===== config.mk =====
export PLATFORM = sky130hd
export DESIGN_NAME = dmem_ctrl
export DESIGN_NICKNAME = d
export VERILOG_FILES = /design/src/rtl/dmem_ctrl.sv
export SDC_FILE = /design/constraint.sdc
export NUM_CORES = 1
export LEC_CHECK = 0
export ABC_AREA = 1
export CAP_MARGIN = 20
export CORE_MARGIN = 5
export CORE_UTILIZATION = 49
export DETAILED_ROUTE_END_ITERATION = 7
export PLACE_DENSITY = 0.84
export SYNTH_ARGS = -nofsm -noshare
export SYNTH_HDL_FRONTEND = slang
export SYNTH_SLANG_ARGS = --single-unit

===== constraint.sdc =====
create_clock -name CLK -period 2.3 [get_ports CLK]
set_clock_uncertainty 0.1 [all_clocks]
set_input_delay 0.345 -clock CLK [delete_from_list [all_inputs] [get_ports CLK]]
set_output_delay 0.345 -clock CLK [all_outputs]
set_load 0.05 [all_outputs]

===== src/rtl/dmem_ctrl.sv =====
// dmem_ctrl: data-memory access controller with byte/half/word/double lanes.
// Optional macro DMEM_CTRL_MISALIGN_TRAP_EN routes misaligned requests to ERR.
module dmem_ctrl #(
  parameter int WAIT_CYCLES = 1
) (
  input  logic        CLK,
  input  logic        RESET,
  input  logic        REQ,
  input  logic        WR,
  input  logic [1:0]  SIZE,
  input  logic        UNS,
  input  logic [63:0] ADDR,
  input  logic [63:0] WDATA,
  output logic [63:0] RDATA,
  output logic        READY,
  output logic        BUSY,
  output logic        MISALIGN,
  output logic [63:0] MEM_ADDR,
  output logic        MEM_WE,
  output logic [63:0] MEM_WDATA,
  input  logic [63:0] MEM_RDATA
);

`ifdef DMEM_CTRL_MISALIGN_TRAP_EN
  typedef enum logic [2:0] {
    IDLE, RD, WR_FULL, RMW_RD, RMW_WR, DONE, ERR
  } state_t;
`else
  typedef enum logic [2:0] {
    IDLE, RD, WR_FULL, RMW_RD, RMW_WR, DONE
  } state_t;
`endif

  localparam logic [3:0] LAST = 4'(WAIT_CYCLES - 1);

  state_t      state, state_n;
  logic [3:0]  cnt;
  logic [63:0] addr_q;
  logic        wr_q;
  logic [1:0]  size_q;
  logic        uns_q;
  logic [63:0] wdata_q;
  logic [63:0] rdata_q;
  logic [63:0] merge_q;
  logic        last;
  logic [2:0]  lo_al;
  logic        mis;
  logic [5:0]  sh;
  logic [63:0] lane;
  logic [63:0] ext;
  logic [63:0] lmask;
  logic [63:0] merged;

  function automatic logic [2:0] align_lo(
    input logic [1:0] s,
    input logic [2:0] a
  );
    unique case (s)
      2'b00:   return a;
      2'b01:   return {a[2:1], 1'b0};
      2'b10:   return {a[2], 2'b00};
      default: return 3'b000;
    endcase
  endfunction

  function automatic logic [63:0] size_mask(input logic [1:0] s);
    unique case (s)
      2'b00:   return 64'h0000_0000_0000_00FF;
      2'b01:   return 64'h0000_0000_0000_FFFF;
      2'b10:   return 64'h0000_0000_FFFF_FFFF;
      default: return '1;
    endcase
  endfunction

  assign lo_al = align_lo(SIZE, ADDR[2:0]);
  assign mis   = (lo_al != ADDR[2:0]);
  assign last  = (cnt == LAST);
  assign sh    = {addr_q[2:0], 3'b000};
  assign lane  = MEM_RDATA >> sh;
  assign lmask = size_mask(size_q);
  assign merged = (merge_q & ~(lmask << sh))
                | ((wdata_q & lmask) << sh);
  assign RDATA = rdata_q;

  // Lane extraction and sign/zero extension of the loaded value
  always_comb begin
    ext = lane;
    unique case (size_q)
      2'b00: ext = uns_q ? {56'b0, lane[7:0]}
                         : {{56{lane[7]}}, lane[7:0]};
      2'b01: ext = uns_q ? {48'b0, lane[15:0]}
                         : {{48{lane[15]}}, lane[15:0]};
      2'b10: ext = uns_q ? {32'b0, lane[31:0]}
                         : {{32{lane[31]}}, lane[31:0]};
      default: ext = lane;
    endcase
  end

  // State, wait counter, request latch and data registers
  always_ff @(posedge CLK) begin
    if (RESET) begin
      state   <= IDLE;
      cnt     <= '0;
      addr_q  <= '0;
      wr_q    <= 1'b0;
      size_q  <= '0;
      uns_q   <= 1'b0;
      wdata_q <= '0;
      rdata_q <= '0;
      merge_q <= '0;
    end else begin
      state <= state_n;
      if ((state == RD || state == RMW_RD) && !last)
        cnt <= cnt + 4'd1;
      else
        cnt <= '0;
      if (state == IDLE && REQ) begin
`ifdef DMEM_CTRL_MISALIGN_TRAP_EN
        addr_q <= ADDR;
`else
        addr_q <= {ADDR[63:3], lo_al};
`endif
        wr_q    <= WR;
        size_q  <= SIZE;
        uns_q   <= UNS;
        wdata_q <= WDATA;
      end
      if (state == RD && last)
        rdata_q <= ext;
      if (state == RMW_RD && last)
        merge_q <= MEM_RDATA;
    end
  end

  // Next-state decode and Moore outputs
  always_comb begin
    state_n   = state;
    READY     = 1'b0;
    MISALIGN  = 1'b0;
    MEM_WE    = 1'b0;
    MEM_WDATA = '0;
    BUSY      = (state != IDLE);
    MEM_ADDR  = (state == IDLE) ? '0
                                : {addr_q[63:3], 3'b000};
    unique case (state)
      IDLE: begin
        if (REQ) begin
`ifdef DMEM_CTRL_MISALIGN_TRAP_EN
          if (mis)
            state_n = ERR;
          else
`endif
          if (!WR)
            state_n = RD;
          else if (SIZE == 2'b11)
            state_n = WR_FULL;
          else
            state_n = RMW_RD;
        end
      end
      RD: if (last) state_n = DONE;
      RMW_RD: if (last) state_n = RMW_WR;
      WR_FULL: begin
        MEM_WE    = 1'b1;
        MEM_WDATA = wdata_q;
        state_n   = DONE;
      end
      RMW_WR: begin
        MEM_WE    = 1'b1;
        MEM_WDATA = merged;
        state_n   = DONE;
      end
      DONE: begin
        READY   = 1'b1;
        state_n = IDLE;
      end
`ifdef DMEM_CTRL_MISALIGN_TRAP_EN
      ERR: begin
        READY    = 1'b1;
        MISALIGN = 1'b1;
        state_n  = IDLE;
      end
`endif
      default: state_n = IDLE;
    endcase
  end

  logic unused;
  assign unused = ^{wr_q, mis};

endmodule


Word-level counts from Yosys, hierarchy flattened
Index checks and enable logic that the tools add are counted.
{"block": "op_classes", "n_shift": 3, "muxes": 16, "n_reduce_logical": 14, "bitwise": 5, "eq_ne": 13, "addsub": 1}
{"op": "64-bit one-hot mux with 3 select lines", "count": 2}
{"op": "64-bit two-way mux", "count": 4}
{"op": "64-bit AND", "count": 2}
{"op": "64-bit one-hot mux with 2 select lines", "count": 1}
{"op": "64-bit by 6-bit left shift with 64-bit output", "count": 2}
{"op": "64-bit inverter", "count": 1}
{"op": "64-bit bitwise OR", "count": 1}
{"op": "64-bit by 6-bit >> shifter with 64-bit output", "count": 1}
{"op": "3-bit one-hot mux with 4 select lines", "count": 1}
{"op": "3-bit two-way mux", "count": 3}
{"op": "3-bit one-hot mux with 3 select lines", "count": 1}
{"op": "2-bit == test, second input constant", "count": 3}
{"op": "3-bit by 2-bit == test with 1-bit output, second input constant", "count": 2}
{"op": "3-bit == test, second input constant", "count": 2}
{"op": "2-bit != test, second input constant", "count": 3}
{"op": "4-bit by 1-bit adder with 4-bit output, second input constant", "count": 1}
{"op": "2-bit by 1-bit == test with 1-bit output, second input constant", "count": 2}
{"op": "1-bit logical AND", "count": 4}
{"op": "2-bit zero test", "count": 2}
{"op": "4-bit zero test", "count": 1}
{"op": "2-bit OR reduction", "count": 2}
{"op": "3-bit by 1-bit == test with 1-bit output, second input constant", "count": 1}
{"op": "3-bit zero test", "count": 1}
{"op": "1-bit two-way mux", "count": 3}
{"op": "other kinds (6)", "count": 6}
{"block": "totals", "elab_cells": 60, "regBits": 266, "out_inout_bits": 196, "input_bits": 199}

Depth between registers and ports, before layout
Gate-level depths: netlist of the first run.
{"block": "logic_depth", "depth_word": 7, "depth_mapped": 12, "ltp_nobuf": 11}

Worst setup path before layout of the first run
No wires, ideal clock.
{"block": "synth_timing", "path_type": "reg-to-output", "startpoint": "register size_q[1]", "endpoint": "output MEM_WDATA[56]", "arrival_time_ps": 1915, "required_time_ps": 1855, "setup_slack_ps": -60, "stages_incl_launch_ff": 9, "n_path_buf": 1, "cell_sequence": "dfxtp_1 > buf_2 > nor2_1 > nand2_1 > a21oi_1 > nand2_1 > nand3_1 > nand2_1 > o21ai_0"}
{"block": "synth_via", "elab_chain_len": 7}
{"element": "start: declaration", "line": "40", "source": "logic [1:0] size_q;"}
{"element": "start signal: assignment", "line": "106", "source": "size_q <= '0;"}
{"element": "start signal: assignment", "line": "124", "source": "size_q <= SIZE;"}
{"element": "2-bit == test, or another cell as far along", "line": "67", "source": "unique case (s)"}
{"element": "64-bit one-hot mux with 3 select lines (*)", "line": "67"}
{"element": "64-bit by 6-bit left shift with 64-bit output", "line": "81", "source": "assign merged = (merge_q & ~(lmask << sh))"}
{"element": "64-bit inverter", "line": "81"}
{"element": "64-bit AND", "line": "81"}
{"element": "64-bit bitwise OR (*)", "line": "82", "source": "| ((wdata_q & lmask) << sh);"}
{"element": "64-bit one-hot mux with 2 select lines (*)", "line": "145", "source": "unique case (state)"}
{"element": "end: declaration", "line": "20", "source": "output logic [63:0] MEM_WDATA,"}
Every way passes the cells marked *; elsewhere a longest branch is shown, timed or not.

Worst setup path in the final report of the first run
{"block": "layout_timing", "startpoint": "register size_q[1]", "endpoint": "output MEM_WDATA[10]"}
Same word-level chain as after synthesis.

==> flow_metrics.py, run 1 <==
metrics = {
    "final_layout": {
        "syn_to_final_growth_pct": 63.1,
        "utilization_pct": 80.7,
        "num-fill-cells": 1898,
        "layout_common_cells": "nand2_1 (421), o21ai_0 (289), clkdlybuf4s50_1 (261)",
        "final_common_cell": "nand2_1",
        "nets": 2996,
        "drive_gt1_share_pct": 25.0,
        "insertedDiodeCount": 0,
    },
    "route": {
        "drt-initial-drc-count": 3133,
        "wl_um": 78900,
        "drc_errors": 0,
        "wl_per_cell_um": 24.6,
        "vias": 20200,
        "viasPerCell": 6.29,
        "ant_nets": 0,
        "dr.pass1.iters": 7,
    },
    "setup_path": {
        "critPathLaunchType": "register",
        "cp.arrival_ps": 2320,
        "reg2reg_depth": 8,
        "reg2reg_from": "addr_q[0]",
        "cp.required_ps": 1860,
        "r2r_slack_ps": -100,
        "critPathKind": "reg -> out",
        "cp_max_fo": 6,
        "r2r-end": "RDATA[35]",
        "crit_path_end_kind": "output port",
    },
    "timing": {
        "worstMarginPinSlew_ps": 794,
        "fmax_mhz": 361,
        "grt_setup_unrepaired": "yes",
        "setup_viol": 69,
        "period_share_pct": 120,
        "relSlewSlack_pct": 46.5,
        "min_period_ps": 2770,
        "slew_viol_final": 0,
        "hold_viol_final": 0,
        "fin_ws_ps": -468,
    },
    "global_routing": {
        "grt_pass1_vias": 18500,
        "antenna_found_initial": 5,
        "grt_pass1_wl_um": 108000,
        "grt_overflow_total": 0,
        "grt_max_degree": 71,
        "grt_use_total_pct": 41.0,
    },
    "min_path": {
        "hold_end": "wdata_q[50]",
        "min_delay_path_depth": 3,
        "hold_start": "WDATA[50]",
        "min_path_type": "in -> reg",
    },
    "power_and_ir_drop": {
        "p_leak_nw": 10.0,
        "vdd_drop_max_v": 0.000836,
        "p_per_area_mw_per_mm2": 895,
    },
    "status": {
        "violations": "setup timing",
        "status": "complete, but fails checks",
    },
    "clock_tree": {
        "ctsHoldBuffers": 0,
        "cts.clk_slew.worst_paths_ps": 60,
        "clock-root-buffer": "clkbuf_16",
        "cts_tree": "done",
        "clock_sinks": 266,
        "clockBufferDepth": 3,
        "cts_max_level": 1,
        "cts_buffers": 29,
        "clk-insertion-delay-late_ps": 590,
    },
    "die": {
        "io_pins": 395,
        "start_util_pct": 49.5,
        "coreArea_mm2": 0.0296,
        "die_area_mm2": 0.0334,
        "dieWidth_um": 183,
        "rows": 63,
        "die_h_um": 183,
    },
    "yosys": {
        "syn_avg_cell_area_um2": 6.20,
        "synthCells": 2361,
        "seq_area_frac_synth_pct": 36.4,
        "synth_area_mm2": 0.0146,
        "synth_seq_cells": 266,
        "ys_types": 32,
        "ys_warn_count": 0,
    },
    "place": {
        "dp.final_hpwl_um": 52300,
        "finalWeightedCongestion": 1.07,
        "post-place-ws_ps": -56.6,
        "io_buffers": 390,
    },
    "job": {
        "max-cap-violations": 0,
    },
}
-- routing by layer --
layer	share of wire, %	GRT usage (%)	wire length (um)
met1	35	52.1	27800
met2	44	65.4	34800
met3	14	11.2	10900
met4	6.9	18.9	5470
met5	0	0	0
-- synthesized netlist by cell type --
master,n,area (um^2)
buf_2,44,220
buf_4,10,75.1
o21ai_1,1,5.00
mux2i_1,2,20.0
inv_1,190,713
dfxtp_1,266,5330
or2_2,2,12.5
a21oi_1,220,1100
nand2_1,532,2000
nand3_2,1,10.0
conb_1,1,3.75
o211ai_2,1,12.5
inv_2,5,18.8
buf_6,1,11.3
o211ai_1,25,188
clkinv_1,1,3.75
ha_1,2,25.0
a211oi_1,3,22.5
nor3_1,6,30.0
nor2_1,256,961
buf_1,29,109
o21bai_1,3,22.5
xnor2_1,1,8.76
nor3_2,2,20.0
o21ai_0,367,1840
a22oi_1,12,90.1
o31ai_1,7,52.6
clkbuf_1,101,379
xor2_1,1,8.76
nand3_1,265,1330
nand2_2,1,6.26
nor2_2,3,18.8
-- where the power goes --
group          switching, mW  internal (mW)
registers              0.578           5.32
logic                   6.49           3.49
clock network           2.17           3.31
-- state kept, by name, summed over array words and instances, names as in the netlist --
name / count
size_q: 2
uns_q: 1
cnt: 4
wdata_q: 64
merge_q: 64
state: 3
RDATA: 64
addr_q: 64
-- final cells by class --
type                       instances  area (um^2)  share of cell area (%)
clock buffer                      36          812                    3.40
clock inverter                    18          299                    1.25
inverter                         196          790                    3.31
multi-input combinational       1718         9380                    39.3
sequential                       266         5350                    22.4
tap                              390          488                    2.04
timing repair buffer             582         6730                    28.2
timing repair inverter             2         17.5                  0.0734
-- how the worst max path moves through the flow --
stage	startpoint	to	cells past startpoint
after global placement	size_q[0]	MEM_WDATA[61]	10
final	size_q[1]	MEM_WDATA[10]	11
after floorplan	size_q[1]	MEM_WDATA[60]	8
after global routing	size_q[1]	MEM_WDATA[20]	11
after detailed placement	size_q[1]	MEM_WDATA[50]	11
after CTS	size_q[1]	MEM_WDATA[9]	11
-- cells by family after synthesis --
logic type / share of synthesized area (%)
fa+ha+maj: 0.171
simple gates: 29.9
xor+xnor: 0.120
buf+inv: 10.5
mux: 0.137
other cells: 0.0256
compound gates: 22.8
flops: 36.4
-- worst max-delay path, stage by stage (launching register included) --
cell	delay [ps]
dfxtp_4	490
nor2_4	80
buf_6	150
nor2_4	160
nand2_2	110
nand2_2	110
nand3_2	80
o21ai_1	90
nand2_1	100
o21ai_2	90
buf_6	140
buf_12	130
-- through the flow --
step | setup TNS [ps] | cells | instance area [um^2] | power [mW] | hold slack, ps
2_1_floorplan | -1100 | 2364 | 14600 | 10.5 | 325
3_3_place_gp | -49.7 | 3083 | 19900 | 13.6 | 334
3_5_place_dp | -439 | 3083 | 19900 | 13.7 | 342
4_1_cts | -14510 | 3170 | 22600 | 19.9 | 223
5_1_grt | -25010 | 3208 | 23900 | 21.9 | 236
6_report | -21630 | 3208 | 23900 | 21.4 | 219
-- repair_timing --
item | CTS | global route
resized for setup | 362 | 194
pin swaps | 61 | 71
endpoints found under the setup margin | 125 | 182
buffers inserted | 24 | 23
cloned | 9 | 16
(Power assumes the default switching activity.)
==> run 2, diff against run 1 <==
--- a/config.mk
+++ b/config.mk
@@ -7,9 +7,10 @@
 export LEC_CHECK = 0
 export ABC_AREA = 1
 export CAP_MARGIN = 20
-export CORE_MARGIN = 5
+export CORE_MARGIN = 2
 export CORE_UTILIZATION = 49
 export DETAILED_ROUTE_END_ITERATION = 7
+export GPL_TIMING_DRIVEN = 0
 export PLACE_DENSITY = 0.84
 export SYNTH_ARGS = -nofsm -noshare
 export SYNTH_HDL_FRONTEND = slang
==> run 2 against run 1 <==
Compared with the run above:
- the run still ends with setup timing left
- critical path depth down 1
- total power is 3.6% lower
- register-to-register slack worse by 50 ps
- design area is 7.6% lower
- combinational power decreased by 3.4%
- clock power is 6.6% lower
- first-iteration DRC count grew 4.4%
- die area down 6.5%
- cell count up 0.97%
- largest power group unchanged
- highest routed layer is now met5
==> flow_metrics.py, run 2 (same netlist as run 1, synthesis figures left out) <==
metrics = {
    "final_layout": {
        "layout_common_cells": "nand2_1 (490), o21ai_0 (292), clkdlybuf4s50_1 (261)",
        "seqCellArea_mm2": 0.00535,
        "fin_cells": 3239,
        "drive_gt1_share_pct": 19.8,
        "nets": 3028,
        "multi_input_area_mm2": 0.00887,
        "final_common_cell": "nand2_1",
        "utilization_pct": 74.6,
        "syn_to_final_growth_pct": 50.7,
        "insertedDiodeCount": 0,
        "num-fill-cells": 2245,
    },
    "die": {
        "rows": 63,
        "coreArea_mm2": 0.0296,
        "die_area_mm2": 0.0313,
        "die_h_um": 177,
        "io_pins": 395,
        "start_util_pct": 49.5,
        "dieWidth_um": 177,
    },
    "timing": {
        "min_period_ps": 2920,
        "grt_setup_unrepaired": "yes",
        "worstMarginPinSlew_ps": 1010,
        "relSlewSlack_pct": 32.8,
        "fmax_mhz": 343,
        "slew_viol_final": 0,
        "period_share_pct": 127,
        "setup_viol": 96,
        "fin_ws_ps": -617,
        "hold_viol_final": 0,
    },
    "global_routing": {
        "grt_max_degree": 15,
        "grt_use_total_pct": 48.1,
        "grt_overflow_total": 0,
        "antenna_found_initial": 4,
        "grt_pass1_vias": 18700,
        "grt_pass1_wl_um": 112000,
    },
    "min_path": {
        "hold_start": "WDATA[20]",
        "min_delay_path_depth": 3,
        "hold_end": "wdata_q[20]",
        "min_path_type": "in -> reg",
    },
    "setup_path": {
        "critPathLaunchType": "register",
        "critPathKind": "reg -> out",
        "reg2reg_from": "state[0]",
        "reg2reg_depth": 8,
        "r2r_slack_ps": -150,
        "cp.required_ps": 1860,
        "cp_max_fo": 6,
        "r2r-end": "RDATA[30]",
        "crit_path_end_kind": "output port",
        "cp.arrival_ps": 2470,
    },
    "status": {
        "violations": "setup timing",
        "status": "complete, but fails checks",
    },
    "clock_tree": {
        "clock_sinks": 266,
        "clk-insertion-delay-late_ps": 580,
        "clockBufferDepth": 3,
        "cts_tree": "done",
        "cts_buffers": 30,
        "clock-root-buffer": "clkbuf_16",
        "cts_max_level": 1,
        "cts.clk_slew.worst_paths_ps": 70,
    },
    "power_and_ir_drop": {
        "p_leak_nw": 9.41,
        "finalPower_mw": 20.6,
        "p_per_area_mw_per_mm2": 934,
        "vdd_drop_max_v": 0.000946,
    },
    "route": {
        "viasPerCell": 6.36,
        "dr.pass1.iters": 7,
        "vias": 20600,
        "drc_errors": 0,
        "ant_nets": 0,
        "wl_um": 83900,
        "drt-initial-drc-count": 3271,
        "wl_per_cell_um": 25.9,
    },
    "place": {
        "finalWeightedCongestion": 1.11,
        "dp.final_hpwl_um": 60900,
        "io_buffers": 389,
        "dp.cells": 3143,
    },
    "job": {
        "max-cap-violations": 0,
    },
}
==> run 2: changes by cell type in the layout (fill, tap and decap cells not counted), moves of 49 or more <==
cell | previous run | this run
nand2_2 | 85 | 36
buf_4 | 171 | 64
buf_6 | 31 | 86
clkbuf_1 | 1 | 65
buf_12 | 86 | 12
nand2_1 | 421 | 490
buf_2 | 0 | 52
==> run 2: power by group <==
group	switching, mW	total [mW]	internal, mW
clock network	2.18	5.12	2.93
registers	0.520	5.84	5.32
logic	6.63	9.63	3.00
total	9.33	20.6	11.3
==> run 2: timing repair <==
item,4_1_cts,5_1_grt
hold buffers,0,0
resized for setup,844,489
buffers inserted,8,27
pin swaps,25,63
cloned,0,7
endpoints found under the setup margin,153,240
==> run 2: final cells by class <==
cell class / count / share of cell area, %
multi-input combinational: 1718 / 40.2
sequential: 266 / 24.3
timing repair buffer: 429 / 19.2
buffer: 185 / 5.95
clock buffer: 42 / 4.07
inverter: 196 / 3.44
tap: 390 / 2.21
clock inverter: 12 / 0.579
timing repair inverter: 1 / 0.0340
==> run 2: worst max path at each step <==
| stage | start | endpoint | depth (start not counted) |
|---|---|---|---|
| after global routing | size_q[1] | MEM_WDATA[62] | 10 |
| after global placement | addr_q[2] | MEM_WDATA[54] | 8 |
| final | addr_q[0] | MEM_WDATA[1] | 10 |
| after CTS | addr_q[0] | MEM_WDATA[60] | 10 |
| after floorplan | size_q[1] | MEM_WDATA[60] | 8 |
| after detailed placement | addr_q[2] | MEM_WDATA[54] | 8 |
==> run 2: critical path, cell delays in order (launching register included) <==
cell       delay, ps
dfxtp_4          370
inv_6             70
buf_12           120
clkbuf_16        170
buf_12           130
nand2_8          100
buf_12           160
o31ai_2          210
nand2_1          120
o21ai_0          130
buf_4            270
==> run 2: per-stage QoR <==
| step | worst slack [ps] | hold WS, ps | instance area (um^2) | TNS, ps |
|---|---|---|---|---|
| finish | -617 | 233 | 22000 | -31400 |
| detailed placement | -1230 | 347 | 19000 | -84350 |
| floorplan | -59.7 | 325 | 14600 | -1100 |
| global placement | -1260 | 338 | 19000 | -80260 |
| global route | -618 | 250 | 22000 | -33890 |
| CTS | -478 | 235 | 20900 | -43840 |
==> run 2: per-layer routing <==
| metal | part of all wire [%] | track usage [%] | vias up |
|---|---|---|---|
| met5 | 0.052 | 0 | - |
| met4 | 8.7 | 26.7 | 6 |
| met3 | 15 | 13.5 | 553 |
| met2 | 42 | 74.0 | 2023 |
| met1 | 34 | 60.6 | 9318 |
| li1 | - | - | 8692 |
